<file path="src/rtl/seg7_scan.sv">
// seg7_scan: time-multiplexed 7-seg driver; load latches din/dp_in/blank/lzb as pending, committed at frame boundary to seg/dp/an, frame_done pulses per frame
module seg7_scan #(
  parameter int DIGITS      = 4,
  parameter int SCAN_DIV    = 50000,
  parameter int GUARD       = 2,
  parameter int SEG_ACT_LOW = 1,
  parameter int AN_ACT_LOW  = 1
) (
  input  logic                  clk,
  input  logic                  rst,
  input  logic [4*DIGITS-1:0]   din,
  input  logic [DIGITS-1:0]     dp_in,
  input  logic [DIGITS-1:0]     blank,
  input  logic                  lzb,
  input  logic                  load,
  output logic [6:0]            seg,
  output logic                  dp,
  output logic [DIGITS-1:0]     an,
  output logic                  pending,
  output logic                  frame_done
);
  localparam int CW = $clog2(SCAN_DIV);
  localparam int IW = DIGITS > 1 ? $clog2(DIGITS) : 1;
  localparam logic [CW-1:0] LAST = CW'(SCAN_DIV - 1);
  localparam logic [CW-1:0] G = CW'(GUARD);
  localparam logic [IW-1:0] ILAST = IW'(DIGITS - 1);
  localparam logic SL = (SEG_ACT_LOW != 0);
  localparam logic AL = (AN_ACT_LOW != 0);
  localparam logic [6:0] LUT [16] = '{
    7'b1111110, 7'b0110000, 7'b1101101, 7'b1111001,
    7'b0110011, 7'b1011011, 7'b1011111, 7'b1110000,
    7'b1111111, 7'b1111011, 7'b1110111, 7'b0011111,
    7'b1001110, 7'b0111101, 7'b1001111, 7'b1000111};
  logic [CW-1:0] count;
  logic [IW-1:0] idx;
  logic [4*DIGITS-1:0] p_din, d_din;
  logic [DIGITS-1:0] p_dp, p_bl, d_dp, d_bl, lzm, oh;
  logic p_lzb, d_lzb, tick, frame, z, off, sel_dp;
  logic [3:0] nib;
  logic [6:0] seg_l;
  logic [DIGITS-1:0] an_l;
  assign tick = count == LAST;
  assign frame = tick && idx == ILAST;
  always_comb begin
    nib = '0;
    sel_dp = 1'b0;
    oh = '0;
    lzm = '0;
    z = d_lzb;
    for (int k = DIGITS - 1; k > 0; k--) begin
      z = z & (d_din[4*k +: 4] == 4'h0);
      lzm[k] = z;
    end
    off = 1'b0;
    for (int k = 0; k < DIGITS; k++) begin
      oh[k] = idx == IW'(k);
      nib = oh[k] ? d_din[4*k +: 4] : nib;
      sel_dp = oh[k] ? d_dp[k] : sel_dp;
      off = oh[k] ? (d_bl[k] | lzm[k]) : off;
    end
    seg_l = off ? 7'h00 : LUT[nib];
    an_l = count < G ? '0 : oh;
  end
  always_ff @(posedge clk or posedge rst)
    if (rst) begin
      count <= '0;
      idx <= '0;
      frame_done <= 1'b0;
      pending <= 1'b0;
      {p_din, p_dp, p_bl, p_lzb} <= '0;
      {d_din, d_dp, d_bl, d_lzb} <= '0;
      seg <= {7{SL}};
      dp <= SL;
      an <= {DIGITS{AL}};
    end else begin
      count <= tick ? '0 : count + 1'b1;
      if (tick) idx <= idx == ILAST ? '0 : idx + 1'b1;
      frame_done <= frame;
      if (frame && pending) {d_din, d_dp, d_bl, d_lzb} <= {p_din, p_dp, p_bl, p_lzb};
      if (load) {p_din, p_dp, p_bl, p_lzb} <= {din, dp_in, blank, lzb};
      pending <= load | (pending & ~frame);
      seg <= seg_l ^ {7{SL}};
      dp <= (sel_dp & ~off) ^ SL;
      an <= an_l ^ {DIGITS{AL}};
    end
endmodule
</file>
<file path="config.mk">
export PLATFORM = sky130hd
export DESIGN_NAME = seg7_scan
export DESIGN_NICKNAME = d
export VERILOG_FILES = /design/src/rtl/seg7_scan.sv
export SDC_FILE = /design/constraint.sdc
export NUM_CORES = 1
export LEC_CHECK = 0
export CORE_MARGIN = 3
export CORE_UTILIZATION = 30
export DETAILED_ROUTE_END_ITERATION = 12
export GPL_ROUTABILITY_DRIVEN = 1
export MAX_ROUTING_LAYER = met4
export SLEW_MARGIN = 10
export SYNTH_ARGS = -nofsm -noshare
export SYNTH_HDL_FRONTEND = slang
export SYNTH_SLANG_ARGS = --single-unit
export TNS_END_PERCENT = 100
</file>
<file path="constraint.sdc">
create_clock -name clk -period 2.65 [get_ports clk]
set_clock_uncertainty 0.2 [all_clocks]
set_input_delay 0.3975 -clock clk [delete_from_list [all_inputs] [get_ports clk]]
set_output_delay 0.3975 -clock clk [all_outputs]
set_load 0.01 [all_outputs]
</file>
==> reports/qor_table.md <==
| Quantity | This run | Unit |
|:---|:---|:---|
| Status | complete, no violations | - |
| Initial DRC count | 111 | - |
| Class of the tightest hold or removal check | flop to flop | - |
| Clock period minus worst slack | 2.44 | ns |
| Endpoint of the worst register-to-register path | seg[1]$_DFF_PP1_ | - |
| Synth Register Bits | 82 | - |
| Crit path max-delay family | compound AO/OA/AOI/OAI gates | - |
| Antenna violations before repair | 0 | - |
| Delay contributed by the slowest stage of the critical path | 0.40 | ns |
| Global-route wire length before repair | 12,300 | um |
| Syn Std Cell Area | 0.00375 | mm2 |
| Cell depth of the worst min-delay path | 1 | - |
| Number of global-route vias before repair | 2,424 | - |
| Clock Tree Buf Depth | 2 | - |
| Vias after detailed routing | 2,365 | - |
| GP Congestion | 0.866 | - |
| Std-Cell Core Area | 0.0121 | mm2 |
| Layout area overhead | 26.3 | % |
| Worst path required time | 2.71 | ns |
| Yosys top cell by area | dfrtp_1 | - |
| Final-stage net count | 384 | - |
| Root buffer selected by CTS | clkbuf_16 | - |
| Via-per-instance ratio | 4.57 | - |
| Power density over cell area | 572 | mW/mm2 |
| Final routed wirelength across all metal layers | 7200 | um |
| Number of iterations in the first detailed-routing pass | 4 | - |
| Unrepaired setup endpoints after global routing | no | - |
| Maximum fanout along the worst path | 5 | - |
| Routed wire per std cell | 13.9 | um |
| Total routing usage reported by global routing | 0.115 | - |
| Transition time at the pin with the least slew margin | 0.461 | ns |
| Overall die width | 118 | um |
| Height of the chip | 118 | um |
| Sequential cell area in the final layout | 0.00207 | mm2 |
| Max Freq | 410 | MHz |
| Setup slack at placement | 0.0501 | ns |
| Largest net degree at the start of global routing | 83 | - |
| Headroom to the max-slew limit | 0.692 | - |
| Final-layout worst hold slack | 0.286 | ns |
| Worst-case register-to-register setup slack | 0.21 | ns |
| Gate count after technology mapping | 293 | - |
| Start point of the critical path | idx[0]$_DFFE_PP0N_ | - |
| End point of the critical path | seg[1]$_DFF_PP1_ | - |
| Number of diodes | 0 | - |
| Most frequent cells after synthesis | dfrtp_1, mux2_2, mux2_4 | - |
| Port Buf Inserts | 41 | - |
| Most used standard cell by instance count after synthesis | dfrtp_1 | - |
| Reg-to-reg critical path startpoint | idx[0]$_DFFE_PP0N_ | - |
| TNS Setup | 0 | ns |
| Cell with the largest stage delay on the worst path | dfrtp_1 | - |
| Clk sink count | 82 | - |
| Number of flops mapped to enable cells by yosys | 0 | - |
| Final-report hold violation count | 0 | - |
| Leakage | 0.00213 | uW |
| H-tree depth reported by CTS | 3 | - |
| Die Footprint | 0.0139 | mm2 |
| Most frequently used flop master after synthesis | dfrtp_1 | - |
| Number of buffers created by CTS | 9 | - |
| Fraction of the cycle the final worst path needs | 0.921 | - |
| Count of final setup violators | 0 | - |
| Fraction of synthesized cell area taken by the top area cell type | 0.467 | - |
| FFs w/ async S/R, synth | 1.00 | - |
| Count of warnings emitted by yosys | 0 | - |
| R2r worst-path depth | 10 | - |
| Smallest setup slack after layout | 0.210 | ns |
| Fill cell count | 1,181 | - |
| Crit path launch type | flop | - |
| Total cell area at the placement stage | 0.00441 | mm2 |
| Placement Rows | 40 | - |
| Combined area of the multi-input logic cells | 0.00161 | mm2 |
| Critical path data arrival time | 2.50 | ns |
| Final Max Slew Viols | 0 | - |
| CTS tree | yes | - |
| Type of the worst setup path | flop to flop | - |
| Post-detailed-route count of antenna-violating nets | 0 | - |
| Grt total ovfl | 0 | - |
| Clock-pin transition on the worst setup and hold timing paths | 0.06 | ns |
| Initial cell density of the core | 0.310 | - |
| Synth Net Count | 332 | - |
| Per-instance average area after synthesis | 12.8 | um2 |
| HPWL after detailed placement | 5200 | um |
| Count of distinct cell types in the synthesized netlist | 46 | - |
| Synth top area cells | dfrtp_1, mux2_2, dfstp_2 | - |
| Number of design rule violations left after detail routing | 0 | - |
| Sequential-to-total area share from yosys stat | 0.551 | - |
| Total of max-cap violations | 0 | - |
| Peak supply drop | 0.242 | mV |
| Sequence of cells on the critical path | inv_1 > ha_2 > nor2b_4 > a22oi_1 > a21oi_1 > buf_4 > ha_1 > nor2_1 > a211o_1 > o211ai_1 | - |
| Insertion delay of the later-clocked pin in the worst-skew pair | 0.34 | ns |
| Kind of capture point of the worst setup path | flop | - |
| Crit path buf inv count | 2 | - |
| Depth of the critical timing path with buffers and inverters included | 10 | - |
| Layout cells sized above 1 | 0.277 | - |
| Overall power | 2710 | uW |
| Top-level I/O count | 42 | - |
| Final non-filler cell area | 0.00474 | mm2 |
-- final cells by class --
type / instances / share of cell area
Clock inverter: 5 / 0.0129
Inverter: 11 / 0.00951
Tap cell: 168 / 0.0444
Multi-Input combinational cell: 191 / 0.340
Timing Repair Buffer: 50 / 0.104
Clock buffer: 11 / 0.0533
Sequential cell: 82 / 0.436
-- timing repair --
action                                  4_1_cts  5_1_grt
gates resized for setup                       0        6
buffers inserted                              0        0
endpoints found under the setup margin        0        6
hold endpoints to repair                      0        0
hold buffers                                  0        0
-- how the worst min path moves through the flow --
stage | start | endpoint | slack [ns]
6_report | count[0]$_DFF_PP0_ | count[0]$_DFF_PP0_ | 0.29
5_1_grt | count[0]$_DFF_PP0_ | count[0]$_DFF_PP0_ | 0.32
4_1_cts | count[0]$_DFF_PP0_ | count[0]$_DFF_PP0_ | 0.29
3_5_place_dp | count[0]$_DFF_PP0_ | count[0]$_DFF_PP0_ | 0.28
3_3_place_gp | count[0]$_DFF_PP0_ | count[0]$_DFF_PP0_ | 0.28
2_1_floorplan | count[0]$_DFF_PP0_ | count[0]$_DFF_PP0_ | 0.25
-- routing by layer --
| metal | up-vias | part of all wire | global-route usage |
|---|---|---|---|
| li1 | 1158 | - | - |
| met1 | 1145 | 0.49 | 0.150 |
| met2 | 54 | 0.45 | 0.167 |
| met3 | 8 | 0.048 | 0.0312 |
| met4 | 0 | 0.014 | 0.0513 |
| met5 | - | 0 | - |
-- kinds of logic after synthesis --
family                   synth area share
AND/OR/NAND/NOR                     0.116
AO/OA/AOI/OAI                      0.0634
adder cells (fa/ha/maj)            0.0367
flip-flops                          0.551
buffers and inverters              0.0243
multiplexers                        0.175
XOR/XNOR                           0.0327
-- flip-flops by register name, indices dropped and copies added, names as in the netlist --
signal      flops
d_bl            4
pending         1
seg             7
idx             2
p_lzb           1
p_bl            4
an              4
d_dp            4
p_dp            4
frame_done      1
dp              1
d_lzb           1
count          16
d_din          16
p_din          16
-- placed cells by master, fill, tap and decap left out, drive strengths merged, types with 3 or more instances in the layout --
cell | Yosys | layout
dfrtp | 70 | 70
mux2 | 50 | 50
clkdlybuf4s50 | 0 | 41
nand2 | 19 | 19
nor2 | 18 | 18
dfstp | 12 | 12
inv | 11 | 11
clkbuf | 4 | 11
ha | 11 | 11
xor2 | 10 | 10
nand3 | 10 | 10
buf | 5 | 9
nor4 | 7 | 7
a21oi | 6 | 6
nor3 | 5 | 5
and3 | 5 | 5
nand4 | 4 | 4
xnor2 | 4 | 4
nand2b | 3 | 3
a211oi | 3 | 3
a211o | 3 | 3
o21ai | 3 | 3
nor2b | 3 | 3
clkinv | 0 | 3
-- stage by stage --
stage / instances / util
floorplan: 293 / -
finish: 518 / 0.391
CTS: 518 / 0.390
global placement: 502 / 0.364
global route: 518 / 0.391
detailed placement: 502 / 0.364
-- report_power, final --
part | internal, uW | switching, uW | leakage [uW] | total (uW)
logic | 73.6 | 44.6 | 0.000951 | 118
clock network | 785 | 493 | 0.000156 | 1280
registers | 1290 | 22.6 | 0.00103 | 1310
total | 2150 | 560 | 0.00213 | 2710
-- worst reg2reg max path: stages (launching register included) --
cell	delay (ns)
dfrtp_1	0.40
inv_1	0.14
ha_2	0.25
nor2b_4	0.19
a22oi_1	0.08
a21oi_1	0.27
buf_4	0.19
ha_1	0.18
nor2_1	0.07
a211o_1	0.29
o211ai_1	0.10
No activity file was read; power rests on OpenSTA's default activity.
